**config.mk**
```make
export PLATFORM = sky130hd
export DESIGN_NAME = reg_file_sb
export DESIGN_NICKNAME = d
export VERILOG_FILES = /design/src/rtl/rf_pkg.sv /design/src/rtl/rf_scoreboard.sv /design/src/rtl/reg_file_sb.sv
export SDC_FILE = /design/constraint.sdc
export NUM_CORES = 2
export LEC_CHECK = 0
export CAP_MARGIN = 20
export CORE_MARGIN = 4
export CORE_UTILIZATION = 65
export DETAILED_ROUTE_END_ITERATION = 8
export PLACE_DENSITY = 0.87
export REMOVE_ABC_BUFFERS = 1
export SLEW_MARGIN = 20
export SYNTH_ARGS = -nofsm -noshare
export SYNTH_HDL_FRONTEND = slang
export SYNTH_SLANG_ARGS = --single-unit
```
**constraint.sdc**
```tcl
create_clock -name clk -period 14.1 [get_ports clk]
set_input_delay 2.82 -clock clk [delete_from_list [all_inputs] [get_ports clk]]
set_output_delay 2.82 -clock clk [all_outputs]
set_load 0.02 [all_outputs]
```
**src/rtl/rf_pkg.sv**
```systemverilog
// rtl/rf_pkg.sv - shared defaults, address-width helper and FSM states for the register file
package rf_pkg;

    localparam int XLEN_DEF  = 32;
    localparam int NREGS_DEF = 32;

    // Index width for a file of nregs entries; never narrower than one bit
    function automatic int rf_aw(input int nregs);
        return (nregs > 1) ? $clog2(nregs) : 1;
    endfunction

    typedef enum logic {
        INIT = 1'b0,
        RUN  = 1'b1
    } rf_state_e;

endpackage

```
**src/rtl/rf_scoreboard.sv**
```systemverilog
// rtl/rf_scoreboard.sv - per-register busy bits with alloc/writeback priority and read-port lookups
module rf_scoreboard
    import rf_pkg::*;
#(
    parameter int NREGS    = NREGS_DEF,
    parameter int NRD      = 2,
    parameter int AW       = rf_aw(NREGS_DEF),
    parameter int ZERO_REG = 1,
    parameter int BYPASS   = 1
) (
    input  logic              clk,
    input  logic              rst_n,
    input  logic              enable,
    input  logic              alloc_en,
    input  logic [AW-1:0]     alloc_addr,
    input  logic              wb_en,
    input  logic [AW-1:0]     wb_addr,
    input  logic [NRD*AW-1:0] rd_addr,
    output logic [NRD-1:0]    rd_busy
);

    logic [NREGS-1:0] busy_q;
    logic [NREGS-1:0] busy_d;

    // Next busy vector: writeback releases, allocation claims afterwards so a new producer wins
    always_comb begin
        busy_d = busy_q;
        for (int i = 0; i < NREGS; i++) begin
            if (enable && wb_en && wb_addr == AW'(i)) begin
                busy_d[i] = 1'b0;
            end
            if (enable && alloc_en && alloc_addr == AW'(i)) begin
                busy_d[i] = 1'b1;
            end
        end
        if (ZERO_REG != 0) begin
            busy_d[0] = 1'b0;
        end
    end

    // Busy register; reset leaves every entry free
    always_ff @(posedge clk or negedge rst_n) begin
        if (!rst_n) begin
            busy_q <= '0;
        end else begin
            busy_q <= busy_d;
        end
    end

    // A result being written this cycle is already on rd_data when bypass is enabled, so report it ready
    for (genvar p = 0; p < NRD; p++) begin : g_lookup
        logic [AW-1:0] ra;
        logic          fwd;
        assign ra         = rd_addr[p*AW +: AW];
        assign fwd        = (BYPASS != 0) && wb_en && (wb_addr == ra);
        assign rd_busy[p] = enable && busy_q[ra] && !fwd;
    end

endmodule

```
**src/rtl/reg_file_sb.sv**
```systemverilog
// rtl/reg_file_sb.sv - register file with clear-on-reset sequencer, write bypass and busy scoreboard
module reg_file_sb
    import rf_pkg::*;
#(
    parameter int XLEN     = XLEN_DEF,
    parameter int NREGS    = NREGS_DEF,
    parameter int NRD      = 2,
    parameter int ZERO_REG = 1,
    parameter int BYPASS   = 1,
    localparam int AW      = rf_aw(NREGS)
) (
    input  logic                clk,
    input  logic                rst_n,
    input  logic [NRD*AW-1:0]   rd_addr,
    output logic [NRD*XLEN-1:0] rd_data,
    output logic [NRD-1:0]      rd_busy,
    input  logic                wb_en,
    input  logic [AW-1:0]       wb_addr,
    input  logic [XLEN-1:0]     wb_data,
    input  logic                alloc_en,
    input  logic [AW-1:0]       alloc_addr,
    output logic                init_done
);

    rf_state_e       state_q;
    rf_state_e       state_d;
    logic [AW-1:0]   clr_cnt_q;
    logic [AW-1:0]   clr_cnt_d;
    logic [XLEN-1:0] mem [NREGS];
    logic            run;
    logic            wr_en;

    assign run       = (state_q == RUN);
    assign init_done = run;
    assign wr_en     = wb_en && run && !((ZERO_REG != 0) && (wb_addr == '0));

    // Sequencer state; reset restarts the full clear pass
    always_ff @(posedge clk or negedge rst_n) begin
        if (!rst_n) begin
            state_q   <= INIT;
            clr_cnt_q <= '0;
        end else begin
            state_q   <= state_d;
            clr_cnt_q <= clr_cnt_d;
        end
    end

    // Walk every entry once while clearing, then stay in RUN until the next reset
    always_comb begin
        state_d   = state_q;
        clr_cnt_d = clr_cnt_q;
        case (state_q)
            INIT: begin
                clr_cnt_d = clr_cnt_q + AW'(1);
                if (clr_cnt_q == AW'(NREGS - 1)) begin
                    state_d = RUN;
                end
            end
            RUN: begin
                state_d = RUN;
            end
        endcase
    end

    // Storage: the clear pass owns the write port until RUN, then writeback does
    always_ff @(posedge clk) begin
        if (!run) begin
            mem[clr_cnt_q] <= '0;
        end else if (wr_en) begin
            mem[wb_addr] <= wb_data;
        end
    end

    // Read muxes: hardwired zero, then same-cycle forwarding, then stored entry
    for (genvar p = 0; p < NRD; p++) begin : g_read
        logic [AW-1:0] ra;
        logic          is_zero;
        logic          fwd;
        assign ra      = rd_addr[p*AW +: AW];
        assign is_zero = (ZERO_REG != 0) && (ra == '0);
        assign fwd     = (BYPASS != 0) && wb_en && run && (wb_addr == ra);
        assign rd_data[p*XLEN +: XLEN] = (!run || is_zero) ? '0 :
                                         fwd               ? wb_data :
                                                             mem[ra];
    end

    rf_scoreboard #(
        .NREGS    (NREGS),
        .NRD      (NRD),
        .AW       (AW),
        .ZERO_REG (ZERO_REG),
        .BYPASS   (BYPASS)
    ) u_scoreboard (
        .clk        (clk),
        .rst_n      (rst_n),
        .enable     (run),
        .alloc_en   (alloc_en),
        .alloc_addr (alloc_addr),
        .wb_en      (wb_en),
        .wb_addr    (wb_addr),
        .rd_addr    (rd_addr),
        .rd_busy    (rd_busy)
    );

endmodule

```
# Word-level counts from Yosys, hierarchy flattened
# Memory sizes are Yosys's and may differ from the RTL's.
# Index checks and enable logic that the tools add are counted.
op_classes:
  addsub: 1
  magnitude_cmp: 2
  eq_ne: 65
  mux: 79
  n_bitwise: 1
  n_reduce_logical: 114
ops:
  columns: ["cell", "n"]
  rows:
  - ["$eq A5 B5 Y1 const B", 33]
  - ["$mux W32", 5]
  - ["$eq A5 B4 Y1 const B", 16]
  - ["$logic_and A1 B1 Y1", 73]
  - ["$mux W1", 70]
  - ["$reduce_bool A2 Y1", 31]
  - ["$eq A5 B3 Y1 const B", 8]
  - ["$reduce_or A32 Y1", 1]
  - ["$eq A5 B2 Y1 const B", 4]
  - ["$logic_not A5 Y1", 3]
  - ["$lt A5 B6 Y1 const B", 2]
  - ["$bmux W1 S5", 2]
  - ["$eq A5 B1 Y1 const B", 2]
  - ["$eq A5 B5 Y1", 2]
  - ["$add A5 B1 Y5 const B", 1]
  - ["$mux W5", 1]
  - ["$logic_not A1 Y1", 4]
  - ["$logic_or A1 B1 Y1", 2]
  - ["$pmux W1 S2", 1]
  - ["$not A1 Y1", 1]
word_totals:
  regBits: 37
  ramBits: 1024
  inputBits: 56
  wordCells: 296
  memories: 1
memory_table:
  columns: ["name", "depth", "width", "rd", "rd_clocked_by_memory_dff", "write_ports", "line_no", "rtl"]
  rows:
  - ["mem", 32, 32, 2, 0, 1, "reg_file_sb.sv:29", "logic [XLEN-1:0] mem [NREGS];"]

# Logic depth before layout (Yosys ltp)
depth:
  depth_word: 8
  mapped_depth: 9
  depth_no_buf: 5

# By module
# A second synthesis with hierarchy kept.
unflattened:
  hier_cells: 3051
  hier_area_um2: 51214.1
by_module_without_submodules:
  columns: ["mod", "instances", "cells_each", "area_each_um2", "seq_area_each_um2"]
  rows:
  - ["reg_file_sb", 1, 2846, 49199.7, 30899.6]
  - ["rf_scoreboard", 1, 205, 2014.4, 775.7]

# Least setup slack after synthesis
# Ideal clock, no wire load.
synth_timing:
  path_kind: "input port to flip-flop"
  startpoint: "input port wb_addr[2]"
  endpoint: "memory mem[14][0] (netlist bit) (enable)"
  t_arrival_ps: 7294
  required_time_ps: 13598
  slack_ps: 6304
  cell_stages: 6
  path_buffers: 2
  cell_sequence: "buf_2 > or2_1 > o31ai_4 > buf_4 > mux2_2 > nor4_1"
synth_between:
  elab_chain_cells: 8
  word_cells_on_any_way: 9
  classes_between: "5 x mux; 4 x reduce/logical"
synth_lines:
  columns: ["element", "line_no", "rtl"]
  rows:
  - ["from (decl)", "reg_file_sb.sv:18", "input logic [AW-1:0] wb_addr,"]
  - ["$logic_not A5 Y1", null, null]
  - ["$logic_not A1 Y1", "reg_file_sb.sv:35", "assign wr_en = wb_en && run && !((ZERO_REG != 0) && (wb_addr == '0));"]
  - ["$logic_and A1 B1 Y1", "reg_file_sb.sv:35", null]
  - ["$mux W1", "reg_file_sb.sv:69", "end else if (wr_en) begin"]
  - ["$mux W1", "reg_file_sb.sv:67", "if (!run) begin"]
  - ["$mux W1 (implied by the code)", "reg_file_sb.sv:70", "mem[wb_addr] <= wb_data;"]
  - ["$reduce_or A32 Y1 (no source line)", null, null]
  - ["$mux W5 (no source line) / $mux W1 (equally long branches)", null, null]
  - ["to (decl)", "reg_file_sb.sv:29", null]
# Several ways; a longest one is shown, not always the timed one.

# Final worst setup path
layout_timing:
  startpoint: "input port rd_addr[1]"
  endpoint: "output port rd_data[2]"
layout_between:
  elab_chain_cells: 4
  word_cells_on_any_way: 7
  classes_between: "1 x eq/ne; 2 x mux; 3 x reduce/logical; 1 x memory"
layout_lines:
  columns: ["element", "line_no", "rtl"]
  rows:
  - ["from (decl)", "reg_file_sb.sv:14", "input logic [NRD*AW-1:0] rd_addr,"]
  - ["branches (longest 3 deep; another with $mem_v2 Z32 W32)", null, null]
  - ["$mux W32 *", "reg_file_sb.sv:82", "assign rd_data[p*XLEN +: XLEN] = (!run || is_zero) ? '0 :"]
  - ["to (decl)", "reg_file_sb.sv:15", "output logic [NRD*XLEN-1:0] rd_data,"]
# Mark *: on every way between the ends.

==> flow_summary.ini <==
[critical_path]
cp_max_fo = 68
cpMostUsedCell = buf_4
crit_path_top_delay_cell = a21oi_4
crit_chain = buf_8 > buf_4 > nor3_1 > a21oi_4 > buf_4 > o21ai_0 > a211oi_1 > clkdlybuf4s50_1
worst_ep_arrival_time_ns = 7.48
worst_setup_path_start_kind = input port
worstSetupEndpointType = output pin
cp_data_required_time_ns = 11.28
cpPeakStageDelay_ns = 0.84
reg2reg_slack_ns = 8.95
crit_type = input port to output pin

[route]
drt-total-wl_microns = 166000
ant_nets = 0
wl_per_cell_microns = 43.3
drc_errors = 0
first_pass_iters = 8
first_iter_violations = 6834
viasPerCell = 8.49
num_vias = 32500

[clock_tree]
clk_latency_ns = 0.69
post_cts_buffers = 0
cts_resized = 0
clk_path_buf_depth = 3
cts_made_buffers = 104
cts_hold_buf = 0
root_buffer = clkbuf_16
htreeDepth = 3
numClockSinks = 1061
cts_tree = built
clk_pin_slew_ns = 0.06

[run_status]
status = complete, no violations

[finish]
n_fill_cell = 3890
regArea_sq_um = 31700
design_area_sq_um = 56200
fin_nets = 2766
multi_input_area_sq_um = 17600
layout-drive-gt1-share_pct = 33.8
area_growth_pct = 12.1

[timing]
setup_tns_ns = 0
hold_viol = 0
clock.fmax_ghz = 0.0971
holdWs_ns = 0.540
rsz0062_at_grt = false
period_share_pct = 73.0
worst-slew-pin-transition_ns = 1.13
setup_viol = 0
slew_headroom_pct = 24.5
drv_slew = 0
layout_setup_ws_ns = 3.80
period_needed_ns = 10.30
finClkSkew_ns = 0.0230

[logic_synthesis]
syn-instance-count = 2582
synth_edf_count = 1024
ys_seq_area_share_pct = 63.2
synth-main-ff-cell = edfxtp_1
yosys_warnings = 0
synth_top_area_share_pct = 61.3
synth.area.top_cells = edfxtp_1 61%, mux4_2 24%, dfrtp_1 1.8%, a22oi_1 1.7%, o21ai_0 1.0%
synth_area_sq_um = 50100
synth_top_area_cell = edfxtp_1
synthTopCellsByCount = 1024 x edfxtp_1, 543 x mux4_2, 116 x a22oi_1, 101 x o21ai_0, 90 x clkbuf_1
yosysMostFrequentCell = edfxtp_1
synthArstFlopShare_pct = 3.49
syn_avg_cell_area_sq_um = 19.4
synth_seq_cells = 1061
synth.distinct_cells = 54

[global_routing]
grt_pass1_wl_microns = 238000
overflow = 0
grt_pass1_vias = 33800
antenna_found_initial = 2
grt_usage_pct = 41.1
grt_max_degree = 114

[power]
power.density_nw_per_um2 = 125
power.leakage_nw = 19.2
vdd_drop_max_uv = 94.3
power_w = 0.00702

[die]
die_area_sq_um = 81600
die_w_microns = 286
die_y_microns = 286
fp-row-count = 101
coreArea_sq_um = 76200
io_pins = 123
start_util_pct = 65.8

[place]
finalWeightedCongestion = 0.882
post-dp-hpwl_microns = 84200
dp_slack_ns = 4.39
port_buffers = 122
place_area_sq_um = 52700

[worst_hold_path]
holdCritPathClass = flip-flop to flip-flop

[run]
maxCapViolCount = 0
[final cells by class]
type / instances / area share, %
flip-flops and latches: 1061 / 56.4
multi-input cells: 1295 / 31.4
well taps: 1030 / 2.29
clock inverters: 75 / 1.38
diodes: 2 / 0.00890
repair buffers: 232 / 3.72
inverters: 14 / 0.0935
clock buffers: 118 / 4.80
[sequential cells by signal, indices dropped and copies added, names as in the netlist]
name / count
mem: 1024
u_scoreboard.busy_q: 31
clr_cnt_q: 5
init_done: 1
[through the flow]
step,cells,util (%)
finish,3827,73.8
global route,3825,73.8
CTS,3824,73.7
detailed placement,3631,69.2
global placement,3631,69.2
floorplan,2370,-
[placed cells by master, fill, tap and decap left out, types with 22 or more instances in the layout]
| cell | synthesis | routed |
|---|---|---|
| nand2_1 | 63 | 61 |
| o22ai_1 | 31 | 31 |
| edfxtp_1 | 1024 | 1024 |
| mux4_2 | 543 | 543 |
| o221ai_1 | 23 | 23 |
| clkbuf_16 | 0 | 106 |
| clkinv_2 | 0 | 25 |
| buf_4 | 23 | 109 |
| mux2_2 | 32 | 32 |
| clkinv_1 | 0 | 22 |
| a22oi_1 | 116 | 116 |
| o21ai_0 | 101 | 101 |
| o221ai_2 | 29 | 29 |
| dfrtp_1 | 37 | 37 |
| clkdlybuf4s50_1 | 0 | 114 |
| nor2_1 | 81 | 69 |
| nor2b_1 | 55 | 51 |
[critical path: cells and delay by family]
| kind | cells | cell delay [ns] |
|---|---|---|
| buf+inv | 4 | 2.58 |
| simple gates | 1 | 0.21 |
| compound gates | 3 | 1.81 |
[metal layers]
metal	wire length, microns	vias to the layer above	track usage (%)
met5	44	-	0
met4	14500	6	27.1
met3	30100	1127	15.3
met1	46300	15900	51.5
li1	-	11500	-
met2	74900	4047	61.0
[cells by family after synthesis]
kind of cell / count (synthesis) / synth area share [%]
mux: 598 / 25.6
compound gates: 382 / 5.76
xor+xnor: 13 / 0.227
flops: 1061 / 63.2
simple gates: 300 / 2.96
buf+inv: 226 / 2.23
fa+ha+maj: 2 / 0.0499
[where the power goes]
part | switching [W] | internal, W | leakage [nW] | total (W)
clock | 0.00124 | 0.00163 | 1.69 | 0.00287
combinational | 0.000408 | 0.000254 | 6.38 | 0.000662
sequential | 0.0000103 | 0.00348 | 11.1 | 0.00349
total | 0.00165 | 0.00536 | 19.2 | 0.00702
[path summary, 6_finish.rpt]
| kind | from | endpoint | depth (start not counted) |
|---|---|---|---|
| worst max-delay path | rd_addr[1] | rd_data[2] | 8 |
| worst min-delay path | u_scoreboard.busy_q[4] | u_scoreboard.busy_q[4] | 2 |
| worst max register to register | init_done | mem[17][22] | 7 |
| worst min register to register | u_scoreboard.busy_q[4] | u_scoreboard.busy_q[4] | 2 |
| max in group asynchronous | rst_n | u_scoreboard.busy_q[29] | 2 |
| min in group asynchronous | rst_n | u_scoreboard.busy_q[5] | 2 |
Power figures use the tool's default switching activity.
